## config.mk

```make
export PLATFORM = sky130hd
export DESIGN_NAME = usb_bus_scheduler_flat
export DESIGN_NICKNAME = d
export VERILOG_FILES = /design/src/rtl/usb_bus_scheduler_if.sv /design/src/rtl/usb_bus_scheduler.sv /design/src/flat_wrapper.sv
export SDC_FILE = /design/constraint.sdc
export NUM_CORES = 1
export LEC_CHECK = 0
export ABC_CLOCK_PERIOD_IN_PS = 1500
export CAP_MARGIN = 20
export CORE_MARGIN = 5
export CORE_UTILIZATION = 27
export DETAILED_ROUTE_END_ITERATION = 12
export GPL_TIMING_DRIVEN = 0
export PLACE_DENSITY_LB_ADDON = 0.2
export SLEW_MARGIN = 20
export SYNTH_ARGS = -nofsm -noshare
export SYNTH_HDL_FRONTEND = slang
export SYNTH_SLANG_ARGS = --single-unit
```

## constraint.sdc

```tcl
create_clock -name clk_in -period 1.5 [get_ports clk_in]
set_input_delay 0.3 -clock clk_in [delete_from_list [all_inputs] [get_ports clk_in]]
set_output_delay 0.3 -clock clk_in [all_outputs]
set_load 0.05 [all_outputs]
```

## src/rtl/usb_bus_scheduler_if.sv

```systemverilog
// +----------------------------------------------------------------------------+
// | usb_bus_scheduler_if : FT600-style bus pins plus TX/RX data-FIFO ports     |
// | Rev 1.0                                                                    |
// +----------------------------------------------------------------------------+
`default_nettype none

interface usb_bus_scheduler_if;
  // USB-side handshake
  logic        txe_n_in;
  logic        rxf_n_in;
  logic        wr_n_out;
  logic        rd_n_out;
  logic        oe_n_out;

  // Pin data path (tri-state control lives outside)
  logic [31:0] data_in;
  logic [3:0]  be_in;
  logic [31:0] data_out;
  logic [3:0]  be_out;
  logic        data_oe_out;

  // TX source FIFO (show-ahead)
  logic        tx_fifo_empty_in;
  logic [31:0] tx_fifo_data_in;
  logic        tx_fifo_rd_out;

  // RX sink FIFO
  logic        rx_fifo_full_in;
  logic        rx_fifo_wr_out;
  logic [31:0] rx_fifo_data_out;
  logic [3:0]  rx_fifo_be_out;

  // Status
  logic        busy_out;
  logic        dir_out;

  modport master (
    input  txe_n_in, rxf_n_in, data_in, be_in,
    input  tx_fifo_empty_in, tx_fifo_data_in, rx_fifo_full_in,
    output wr_n_out, rd_n_out, oe_n_out, data_out, be_out, data_oe_out,
    output tx_fifo_rd_out, rx_fifo_wr_out, rx_fifo_data_out, rx_fifo_be_out,
    output busy_out, dir_out
  );

  modport slave (
    output txe_n_in, rxf_n_in, data_in, be_in,
    output tx_fifo_empty_in, tx_fifo_data_in, rx_fifo_full_in,
    input  wr_n_out, rd_n_out, oe_n_out, data_out, be_out, data_oe_out,
    input  tx_fifo_rd_out, rx_fifo_wr_out, rx_fifo_data_out, rx_fifo_be_out,
    input  busy_out, dir_out
  );
endinterface

`default_nettype wire

```

## src/rtl/usb_bus_scheduler.sv

```systemverilog
// +----------------------------------------------------------------------------+
// | usb_bus_scheduler : arbitrates the FT600 bus between TX and RX bursts      |
// | Rev 1.0                                                                    |
// +----------------------------------------------------------------------------+
`default_nettype none

module usb_bus_scheduler #(
  parameter int MAX_BURST  = 256,
  parameter int TURNAROUND = 1
) (
  input  logic                clk_in,
  input  logic                rst_in,
  usb_bus_scheduler_if.master bus
);

  localparam int CNT_W  = $clog2(MAX_BURST + 1);
  localparam int TURN_W = (TURNAROUND > 1) ? $clog2(TURNAROUND) : 1;

  localparam logic [CNT_W-1:0]  c_last_beat = CNT_W'(MAX_BURST - 1);
  localparam logic [TURN_W-1:0] c_last_turn = TURN_W'(TURNAROUND - 1);
  localparam logic              c_dir_tx    = 1'b0;
  localparam logic              c_dir_rx    = 1'b1;

  typedef enum logic [2:0] {
    IDLE     = 3'd0,
    RX_OE    = 3'd1,
    RX_BURST = 3'd2,
    TX_BURST = 3'd3,
    TURN     = 3'd4
  } state_t;

  state_t              r_state;
  state_t              w_next_state;
  logic [CNT_W-1:0]    r_burst_cnt;
  logic [TURN_W-1:0]   r_turn_cnt;
  logic                r_last_dir;

  logic                w_rx_req;
  logic                w_tx_req;
  logic                w_grant;
  logic                w_grant_dir;
  logic                w_beat;

  assign w_rx_req = !bus.rxf_n_in && !bus.rx_fifo_full_in;
  assign w_tx_req = !bus.txe_n_in && !bus.tx_fifo_empty_in;

  // Data paths are pure feed-throughs; only the enables depend on state.
  assign bus.data_out         = bus.tx_fifo_data_in;
  assign bus.be_out           = 4'hf;
  assign bus.rx_fifo_data_out = bus.data_in;
  assign bus.rx_fifo_be_out   = bus.be_in;
  assign bus.busy_out         = (r_state != IDLE);
  assign bus.dir_out          = r_last_dir;

  always_ff @(posedge clk_in or posedge rst_in) begin
    if (rst_in) begin
      r_state <= IDLE;
    end else begin
      r_state <= w_next_state;
    end
  end

  always_comb begin
    w_next_state       = r_state;
    w_grant            = 1'b0;
    w_grant_dir        = r_last_dir;
    w_beat             = 1'b0;
    bus.wr_n_out       = 1'b1;
    bus.rd_n_out       = 1'b1;
    bus.oe_n_out       = 1'b1;
    bus.data_oe_out    = 1'b0;
    bus.tx_fifo_rd_out = 1'b0;
    bus.rx_fifo_wr_out = 1'b0;

    case (r_state)
      IDLE: begin
        // On a tie, the direction not served last wins.
        if (w_rx_req && w_tx_req) begin
          w_grant     = 1'b1;
          w_grant_dir = !r_last_dir;
        end else if (w_rx_req) begin
          w_grant     = 1'b1;
          w_grant_dir = c_dir_rx;
        end else if (w_tx_req) begin
          w_grant     = 1'b1;
          w_grant_dir = c_dir_tx;
        end
        if (w_grant) begin
          w_next_state = (w_grant_dir == c_dir_rx) ? RX_OE : TX_BURST;
        end
      end

      RX_OE: begin
        bus.oe_n_out = 1'b0;
        w_next_state = RX_BURST;
      end

      RX_BURST: begin
        bus.oe_n_out       = 1'b0;
        w_beat             = w_rx_req;
        bus.rd_n_out       = !w_beat;
        bus.rx_fifo_wr_out = w_beat;
        if (!w_beat || (r_burst_cnt == c_last_beat)) begin
          w_next_state = TURN;
        end
      end

      TX_BURST: begin
        bus.data_oe_out    = 1'b1;
        w_beat             = w_tx_req;
        bus.wr_n_out       = !w_beat;
        bus.tx_fifo_rd_out = w_beat;
        if (!w_beat || (r_burst_cnt == c_last_beat)) begin
          w_next_state = TURN;
        end
      end

      TURN: begin
        if (r_turn_cnt == c_last_turn) begin
          w_next_state = IDLE;
        end
      end

      default: begin
        w_next_state = IDLE;
      end
    endcase
  end

  always_ff @(posedge clk_in or posedge rst_in) begin
    if (rst_in) begin
      r_burst_cnt <= '0;
      r_turn_cnt  <= '0;
      r_last_dir  <= c_dir_tx;
    end else begin
      if (w_grant) begin
        r_last_dir  <= w_grant_dir;
        r_burst_cnt <= '0;
      end else if (w_beat) begin
        r_burst_cnt <= r_burst_cnt + 1'b1;
      end
      r_turn_cnt <= (r_state == TURN) ? r_turn_cnt + 1'b1 : '0;
    end
  end

endmodule

`default_nettype wire
```

## src/flat_wrapper.sv

```systemverilog
// flat-port wrapper written by rule: the top's interface ports become plain ports
module usb_bus_scheduler_flat 
#(
  parameter int MAX_BURST  = 256,
  parameter int TURNAROUND = 1
)
  (clk_in, rst_in, bus_txe_n_in, bus_rxf_n_in, bus_data_in, bus_be_in, bus_tx_fifo_empty_in, bus_tx_fifo_data_in, bus_rx_fifo_full_in, bus_wr_n_out, bus_rd_n_out, bus_oe_n_out, bus_data_out, bus_be_out, bus_data_oe_out, bus_tx_fifo_rd_out, bus_rx_fifo_wr_out, bus_rx_fifo_data_out, bus_rx_fifo_be_out, bus_busy_out, bus_dir_out);
  usb_bus_scheduler_if bus_i ();
  input  logic clk_in;
  input  logic rst_in;
  input wire logic [$bits(bus_i.txe_n_in)-1:0] bus_txe_n_in;
  input wire logic [$bits(bus_i.rxf_n_in)-1:0] bus_rxf_n_in;
  input wire logic [$bits(bus_i.data_in)-1:0] bus_data_in;
  input wire logic [$bits(bus_i.be_in)-1:0] bus_be_in;
  input wire logic [$bits(bus_i.tx_fifo_empty_in)-1:0] bus_tx_fifo_empty_in;
  input wire logic [$bits(bus_i.tx_fifo_data_in)-1:0] bus_tx_fifo_data_in;
  input wire logic [$bits(bus_i.rx_fifo_full_in)-1:0] bus_rx_fifo_full_in;
  output wire logic [$bits(bus_i.wr_n_out)-1:0] bus_wr_n_out;
  output wire logic [$bits(bus_i.rd_n_out)-1:0] bus_rd_n_out;
  output wire logic [$bits(bus_i.oe_n_out)-1:0] bus_oe_n_out;
  output wire logic [$bits(bus_i.data_out)-1:0] bus_data_out;
  output wire logic [$bits(bus_i.be_out)-1:0] bus_be_out;
  output wire logic [$bits(bus_i.data_oe_out)-1:0] bus_data_oe_out;
  output wire logic [$bits(bus_i.tx_fifo_rd_out)-1:0] bus_tx_fifo_rd_out;
  output wire logic [$bits(bus_i.rx_fifo_wr_out)-1:0] bus_rx_fifo_wr_out;
  output wire logic [$bits(bus_i.rx_fifo_data_out)-1:0] bus_rx_fifo_data_out;
  output wire logic [$bits(bus_i.rx_fifo_be_out)-1:0] bus_rx_fifo_be_out;
  output wire logic [$bits(bus_i.busy_out)-1:0] bus_busy_out;
  output wire logic [$bits(bus_i.dir_out)-1:0] bus_dir_out;
  assign bus_i.txe_n_in = bus_txe_n_in;
  assign bus_i.rxf_n_in = bus_rxf_n_in;
  assign bus_i.data_in = bus_data_in;
  assign bus_i.be_in = bus_be_in;
  assign bus_i.tx_fifo_empty_in = bus_tx_fifo_empty_in;
  assign bus_i.tx_fifo_data_in = bus_tx_fifo_data_in;
  assign bus_i.rx_fifo_full_in = bus_rx_fifo_full_in;
  assign bus_wr_n_out = bus_i.wr_n_out;
  assign bus_rd_n_out = bus_i.rd_n_out;
  assign bus_oe_n_out = bus_i.oe_n_out;
  assign bus_data_out = bus_i.data_out;
  assign bus_be_out = bus_i.be_out;
  assign bus_data_oe_out = bus_i.data_oe_out;
  assign bus_tx_fifo_rd_out = bus_i.tx_fifo_rd_out;
  assign bus_rx_fifo_wr_out = bus_i.rx_fifo_wr_out;
  assign bus_rx_fifo_data_out = bus_i.rx_fifo_data_out;
  assign bus_rx_fifo_be_out = bus_i.rx_fifo_be_out;
  assign bus_busy_out = bus_i.busy_out;
  assign bus_dir_out = bus_i.dir_out;
  usb_bus_scheduler #(.MAX_BURST(MAX_BURST), .TURNAROUND(TURNAROUND)) u_core (.clk_in(clk_in), .rst_in(rst_in), .bus(bus_i));
endmodule
```

# == Word-level counts from Yosys, hierarchy flattened ==
# Index checks and enable logic that the tools add are counted.
# classes
n_reduce_logical,18
eq_ne,9
mux,25
addsub,2
# ops
cell,count
9-bit two-way mux,2
1-bit two-way mux,16
3-bit one-hot mux with 5 select lines,1
3-bit two-way mux,4
"9-bit by 1-bit adder with 9-bit output, second input constant",1
"9-bit by 8-bit equality test with 1-bit output, second input constant",1
1-bit zero test,7
"3-bit by 2-bit equality test with 1-bit output, second input constant",2
"2-bit by 1-bit != test with 1-bit output, second input constant",2
"2-bit != test, second input constant",2
4-bit AND reduction,1
"3-bit by 1-bit equality test with 1-bit output, second input constant",1
"3-bit equality test, second input constant",1
1-bit logical AND,3
3-bit zero test,1
3-bit nonzero test,1
1-bit logical OR,2
2-bit two-way mux,1
1-bit one-hot mux with 2 select lines,1
2-bit AND reduction,1
2-bit nonzero test,1
2-bit OR reduction,1
"1-bit adder, second input constant",1
# totals
regBits,14
wordCells,58
input_bits,74

# == Logic depth before layout (Yosys ltp) ==
# depth
ltp_word,9
depth_mapped,6
depth_no_buf,5

# == Worst setup path after synthesis ==
# Ideal clock, no wire load.
# synth_timing
kind,register -> output
from,register u_core.r_state[2]
to,output port bus_wr_n_out
t_required_ps,1200
arrival_ps,1865
path_stages_with_launch,4
path_slack_ps,-665
n_path_buf,0
cell_sequence,dfrtp_1 -> and3b_1 -> and2_1 -> inv_1
# synth_between
elab_chain_cells,2
# synth_rtl
item,line_no,rtl
"start, declared",usb_bus_scheduler.sv:32,state_t r_state;
"start signal, assigned",usb_bus_scheduler.sv:59,r_state <= w_next_state;
3-bit by 2-bit equality test with 1-bit output,usb_bus_scheduler.sv:75,case (r_state)
1-bit two-way mux,usb_bus_scheduler.sv:75,
"end, declared",flat_wrapper.sv:18,output wire logic [$bits(bus_i.wr_n_out)-1:0] bus_wr_n_out;
# No other way between the ends.

# == Final worst setup path ==
# Same ends and word-level chain as after synthesis.

==> results.yml <==
grt:
  grt_pass1_vias: 1400
  gr-max-usage-layer: "met2"
  grtUsageMet2: 0.222
  overflow: 0
  antenna_found_initial: 0
  grtUsageMet1: 0.132
  track_usage: 0.121
  grt_max_degree: 15
  use_met3: 0.0370
  grt_pass1_wl_um: 6310
run_status:
  outcome: "finished, violations left"
  violations: "setup timing"
logic_synthesis:
  synth_xor_area_frac: 0.0196
  synth_top_family_by_area: "buffers and inverters"
  yosys.area_share.simple: 0.139
  synth_top_area_frac: 0.404
  synth-adder-area-share: 0.0187
  yosys_warnings: 0
  synth-edff-count: 0
  synthArstFlopShare: 1.00
  synthMuxAreaShare: 0.00748
  yosys.area.top_type: "buf_4"
  yosys-top-cells-area: "buf_4 (40%), dfrtp_1 (26%), inv_1 (2.0%), xor2_1 (2.0%), ha_1 (1.9%)"
  ys_types: 34
  avgSynthCellArea_um2: 8.63
  syn_area_um2: 1340
  synth_seq_cells: 14
  synthCells: 155
  synth-seq-area-share: 0.262
  ys.flop_type: "dfrtp_1"
  synth_compound_area_frac: 0.110
pwr:
  power.density_nw_per_um2: 1130
  p_comb_frac: 0.726
  netSwitchingFraction: 0.459
  ir_drop_mv: 0.729
  intPower_mw: 1.62
  pwr-share-clk: 0.103
  p_leak_nw: 1.22
  seqPwrFrac: 0.171
  power.switching_mw: 1.37
placed_design:
  gp_congestion: 0.711
  dpl_cell_area_um2: 2260
  port_buffers: 81
  dp.cells: 306
  place_hpwl_um: 3180
  pre_cts_ws_ps: -906
cells_and_area:
  drive_above_1_share: 0.511
  instances_no_fill: 331
  num_antenna_cells: 0
  final_common_cell: "buf_4"
  nets: 342
  post-route-util: 0.554
  final_cell_area_um2: 2640
  syn_to_final_growth_pct: 97.0
  final_cell_mix: "buf_4 (88), clkdlybuf4s50_1 (69), dfrtp_1 (13)"
die:
  die_h_um: 80.4
  io_pins: 154
  start_util: 0.281
  core_um2: 4750
  die_w_um: 80.4
  rows: 25
  die_area_um2: 6460
timing:
  fin_crit_ps: 1650
  setup_viol_count_final: 16
  max_slew_margin: 0.645
  clock_skew_ps: 1.92
  fin_crit_sh: 1.10
  finalWorstSetupSlack_ps: -146
  rsz0062_at_grt: "true"
  finalMaxSlewViolations: 0
  timing.fmax_mhz: 608
  worst_pin_slew_ps: 533
  hold_viol: 0
setup_path:
  worst-r2r-cell-count: 9
  required_ps: 1200
  path_depth: 4
  critPathKind: "flip-flop to primary output"
  cp_cell_sequence: "and3b_4 > and2_4 > clkinvlp_4 > buf_8"
  crit_family: "simple AND/OR/NAND/NOR gates"
  slowest_delay_ps: 410
  arrival_ps: 1350
  cp_slowest_cell: "dfrtp_2"
  crit_fanout: 3
  crit_path_end_kind: "primary output"
  crit_buf_inv: 2
  start_kind: "flip-flop"
cts:
  cts_buffer_depth: 2
  postCtsHoldBufs: 0
  clock_latency_ps: 240
  clk_pin_slew_ps: 60
  root_buffer: "clkbuf_8"
  cts_tree: "done"
  numClockSinks: 14
  htreeDepth: 1
  cts_buffers: 3
drt:
  firstDrtPassIters: 4
  drt_wl_total_um: 4200
  drcViolationCount: 0
  post_drt_wl_per_cell_um: 12.7
  drtIter0Drc: 51
  vias: 1347
  ant_nets: 0
  vias_per_cell: 4.07
worst_hold_path:
  min_path_type: "primary input to asynchronous set/reset pin"
run:
  max-cap-violations: 0
path summary, 6_finish.rpt:
path	start	endpoint	slack, ps
max in group asynchronous	rst_in	u_core.r_state[2]	730
min in group clk_in	u_core.r_burst_cnt[6]	u_core.r_burst_cnt[6]	470
hold / removal	rst_in	u_core.r_burst_cnt[8]	390
setup reg to reg	u_core.r_state[0]	u_core.r_burst_cnt[8]	-110
hold reg to reg	u_core.r_burst_cnt[6]	u_core.r_burst_cnt[6]	470
setup / recovery	u_core.r_state[2]	bus_wr_n_out	-150
synth_stat cells (2+ instances only):
library cell  count
a21oi_1           3
and4_1            2
buf_2             2
buf_4            72
dfrtp_1          14
ha_1              2
inv_1             7
nand2_1           5
nand3_1           5
nor2_1            6
nor2b_1           2
nor3_1            2
o211ai_1          2
o21ai_0           5
o31ai_1           3
o32ai_1           2
or3_1             2
xor2_1            3
power groups by stage:
stage | clock network [mW] | registers [mW] | logic, mW
global route | 0.325 | 0.525 | 2.28
detailed placement | 0 | 0.519 | 1.54
floorplan | 0 | 0.550 | 1.09
CTS | 0.314 | 0.504 | 2.01
global placement | 0 | 0.519 | 1.54
finish | 0.308 | 0.511 | 2.17
repair_timing:
action                     4_1_cts  5_1_grt
setup endpoints to repair       20       19
pin swaps                       14        5
buffers inserted                16        6
gates resized for setup         86       12
gates cloned                     1        0
state kept, by name, indices dropped and copies added (netlist names):
signal and cells:
u_core.r_turn_cnt 1, u_core.r_state 3, u_core.bus.dir_out 1, u_core.r_burst_cnt 9
cell families (layout without fill, tap and decap cells):
| family | count (synthesis) | after routing |
|---|---|---|
| xor+xnor | 3 | 3 |
| fa+ha+maj | 2 | 2 |
| compound gates | 21 | 21 |
| simple gates | 31 | 31 |
| other cells | 1 | 4 |
| buf+inv | 82 | 188 |
| flops | 14 | 14 |
| mux | 1 | 1 |
worst reg2reg max path: cells and delay by family, from the launching register on:
kind / cells / cell delay [ps]
AND/OR/NAND/NOR: 2 / 250
buffers and inverters: 5 / 650
flip-flops: 1 / 380
AO/OA/AOI/OAI: 2 / 260
layout make-up:
class / instances / area [um^2]
multi-input cells: 62 / 533
plain buffers: 75 / 574
well taps: 67 / 83.8
inverters: 7 / 33.8
clock buffers: 3 / 41.3
fillers: 441 / 2120
flip-flops and latches: 14 / 352
repair buffers: 103 / 1020
routing by layer:
metal | routed length, um | share of wire
met3 | 464 | 0.11
met4 | 30 | 0.0071
met2 | 2300 | 0.55
met1 | 1410 | 0.34
met5 | 0 | 0
per-stage QoR:
| step | TNS, ps | hold slack, ps | power [mW] |
|---|---|---|---|
| global route | -2320 | 481 | 3.13 |
| global placement | -7950 | 465 | 2.06 |
| CTS | -754 | 416 | 2.83 |
| detailed placement | -8020 | 467 | 2.06 |
| finish | -1220 | 390 | 2.99 |
| floorplan | -204 | 189 | 1.64 |
Power figures use the tool's default switching activity.
==> patch, RTL diff (same flow settings) <==
Re-encode `state_t` (5 states) as one-hot, 5 bits wide.
--- a/src/rtl/usb_bus_scheduler.sv
+++ b/src/rtl/usb_bus_scheduler.sv
@@ -21,12 +21,12 @@
   localparam logic              c_dir_tx    = 1'b0;
   localparam logic              c_dir_rx    = 1'b1;
 
-  typedef enum logic [2:0] {
-    IDLE     = 3'd0,
-    RX_OE    = 3'd1,
-    RX_BURST = 3'd2,
-    TX_BURST = 3'd3,
-    TURN     = 3'd4
+  typedef enum logic [4:0] {
+    IDLE     = 5'b00001,
+    RX_OE    = 5'b00010,
+    RX_BURST = 5'b00100,
+    TX_BURST = 5'b01000,
+    TURN     = 5'b10000
   } state_t;
 
   state_t              r_state;
Check against the original RTL: no difference found for any inputs over 10 cycles, from zero or initial values and one cycle with rst_in high; not proved beyond that.
==> patch against the unedited design <==
- the run still ends with setup timing left
- final cell count is 7.3% higher
- worst setup slack worse by 0.093 ns
- design area grew 8.5%
- total power decreased by 13%
- area after synthesis increased by 13%
- wire length rose by 3.0%
- sequential cell count is 2 higher
- sequential power rose by 8.0%
- highest routed layer unchanged
==> patch: results (changes against the unedited design) <==
INFO  metric run_status = finished, violations left
INFO  metric failing_checks = setup timing
INFO  metric cellLeakagePower = 0.00129 uW (+5.7%)
INFO  metric first_iter_violations = 22 (-57%)
INFO  metric share_comb_of_total_power = 65.9% (-6.7 points)
INFO  metric met1Wirelength = 1600 um (+13%)
INFO  metric worst_clock_skew = 0.00211 ns (+0.000191 ns)
INFO  metric crit_path_top_delay_cell = sky130_fd_sc_hd__dfrtp_1
INFO  metric power.clock.total = 339 uW (+10%)
INFO  metric timing.rr.start = u_core.r_state[3]$_DFFE_PP0P_
INFO  metric timing_worst_slew_pin_value = 0.649 ns (+0.116 ns)
INFO  metric cp-endpoint = bus_tx_fifo_rd_out
INFO  metric preCtsSetupSlack = -1.03 ns (-0.126 ns)
INFO  metric yosysUniqueCellTypes = 38 (+12%)
INFO  metric synth_area_in_compound_gates = 9.88% (-1.2 points)
INFO  metric worst_r2r_endpoint = u_core.r_burst_cnt[6]$_DFFE_PP0P_
INFO  metric slowest_delay = 0.39 ns (-0.02 ns)
INFO  metric grt_use_total = 10.7% (-1.4 points)
INFO  metric r2r_cells = 6 (-3)
INFO  metric fin_hold_ws = 0.439 ns (+0.0490 ns)
INFO  metric p_sw = 1170 uW (-15%)
INFO  metric use_met3 = 3.83% (+0.13 points)
INFO  metric grt_first_pass_wirelength = 6490 um (+2.9%)
INFO  metric route.final.wire_length = 4330 um (+3.0%)
INFO  metric path_max_fanout = 7 (+4)
INFO  metric setup_viol = 19 (+3)
INFO  metric gpl_wtd_cong = 0.764 (+7.4%)
INFO  metric synth_sequential_area_ratio = 26.6% (+0.45 points)
INFO  metric reg.largest.list = u_core.r_burst_cnt: 9 flops, u_core.r_state: 5 flops
INFO  metric met2_track_usage_gr = 18.4% (-3.8 points)
INFO  metric finalNetCount = 360 (+5.3%)
INFO  metric layout_setup_ws = -0.239 ns (-0.0935 ns)
INFO  metric startpoint = u_core.r_state[1]$_DFFE_PP0P_
INFO  metric critPathArrivalTime = 1.44 ns (+0.09 ns)
INFO  metric groute.layer.met1.usage = 12.1% (-1.1 points)
[patch: what timing repair did]
action,4_1_cts,5_1_grt
pin swaps,14,4
resized for setup,79,19
gates cloned,0,1
buffers inserted,17,3
endpoints found under the setup margin,23,21
[patch: stage by stage]
step / total power (uW) / TNS [ns] / cells / instance area (um^2)
6_report: 2610 / -2.17 / 355 / 2860
5_1_grt: 2740 / -3.66 / 355 / 2860
4_1_cts: 2530 / -2.43 / 351 / 2770
3_5_place_dp: 1980 / -10.30 / 330 / 2500
3_3_place_gp: 1970 / -10.07 / 330 / 2500
2_1_floorplan: 1620 / -1.32 / 177 / 1600
[patch: layout make-up]
class / instances / area, um^2
timing repair buffer: 102 / 1010
tap: 72 / 90.1
inverter: 7 / 32.5
buffer: 75 / 578
clock buffer: 4 / 45.0
sequential: 16 / 405
fill: 502 / 2610
multi-input combinational: 79 / 693
[patch: cells by family after synthesis]
family,Yosys count
flops,16
xor+xnor,4
simple gates,45
mux,1
buf+inv,82
compound gates,23
fa+ha+maj,2
other cells,1
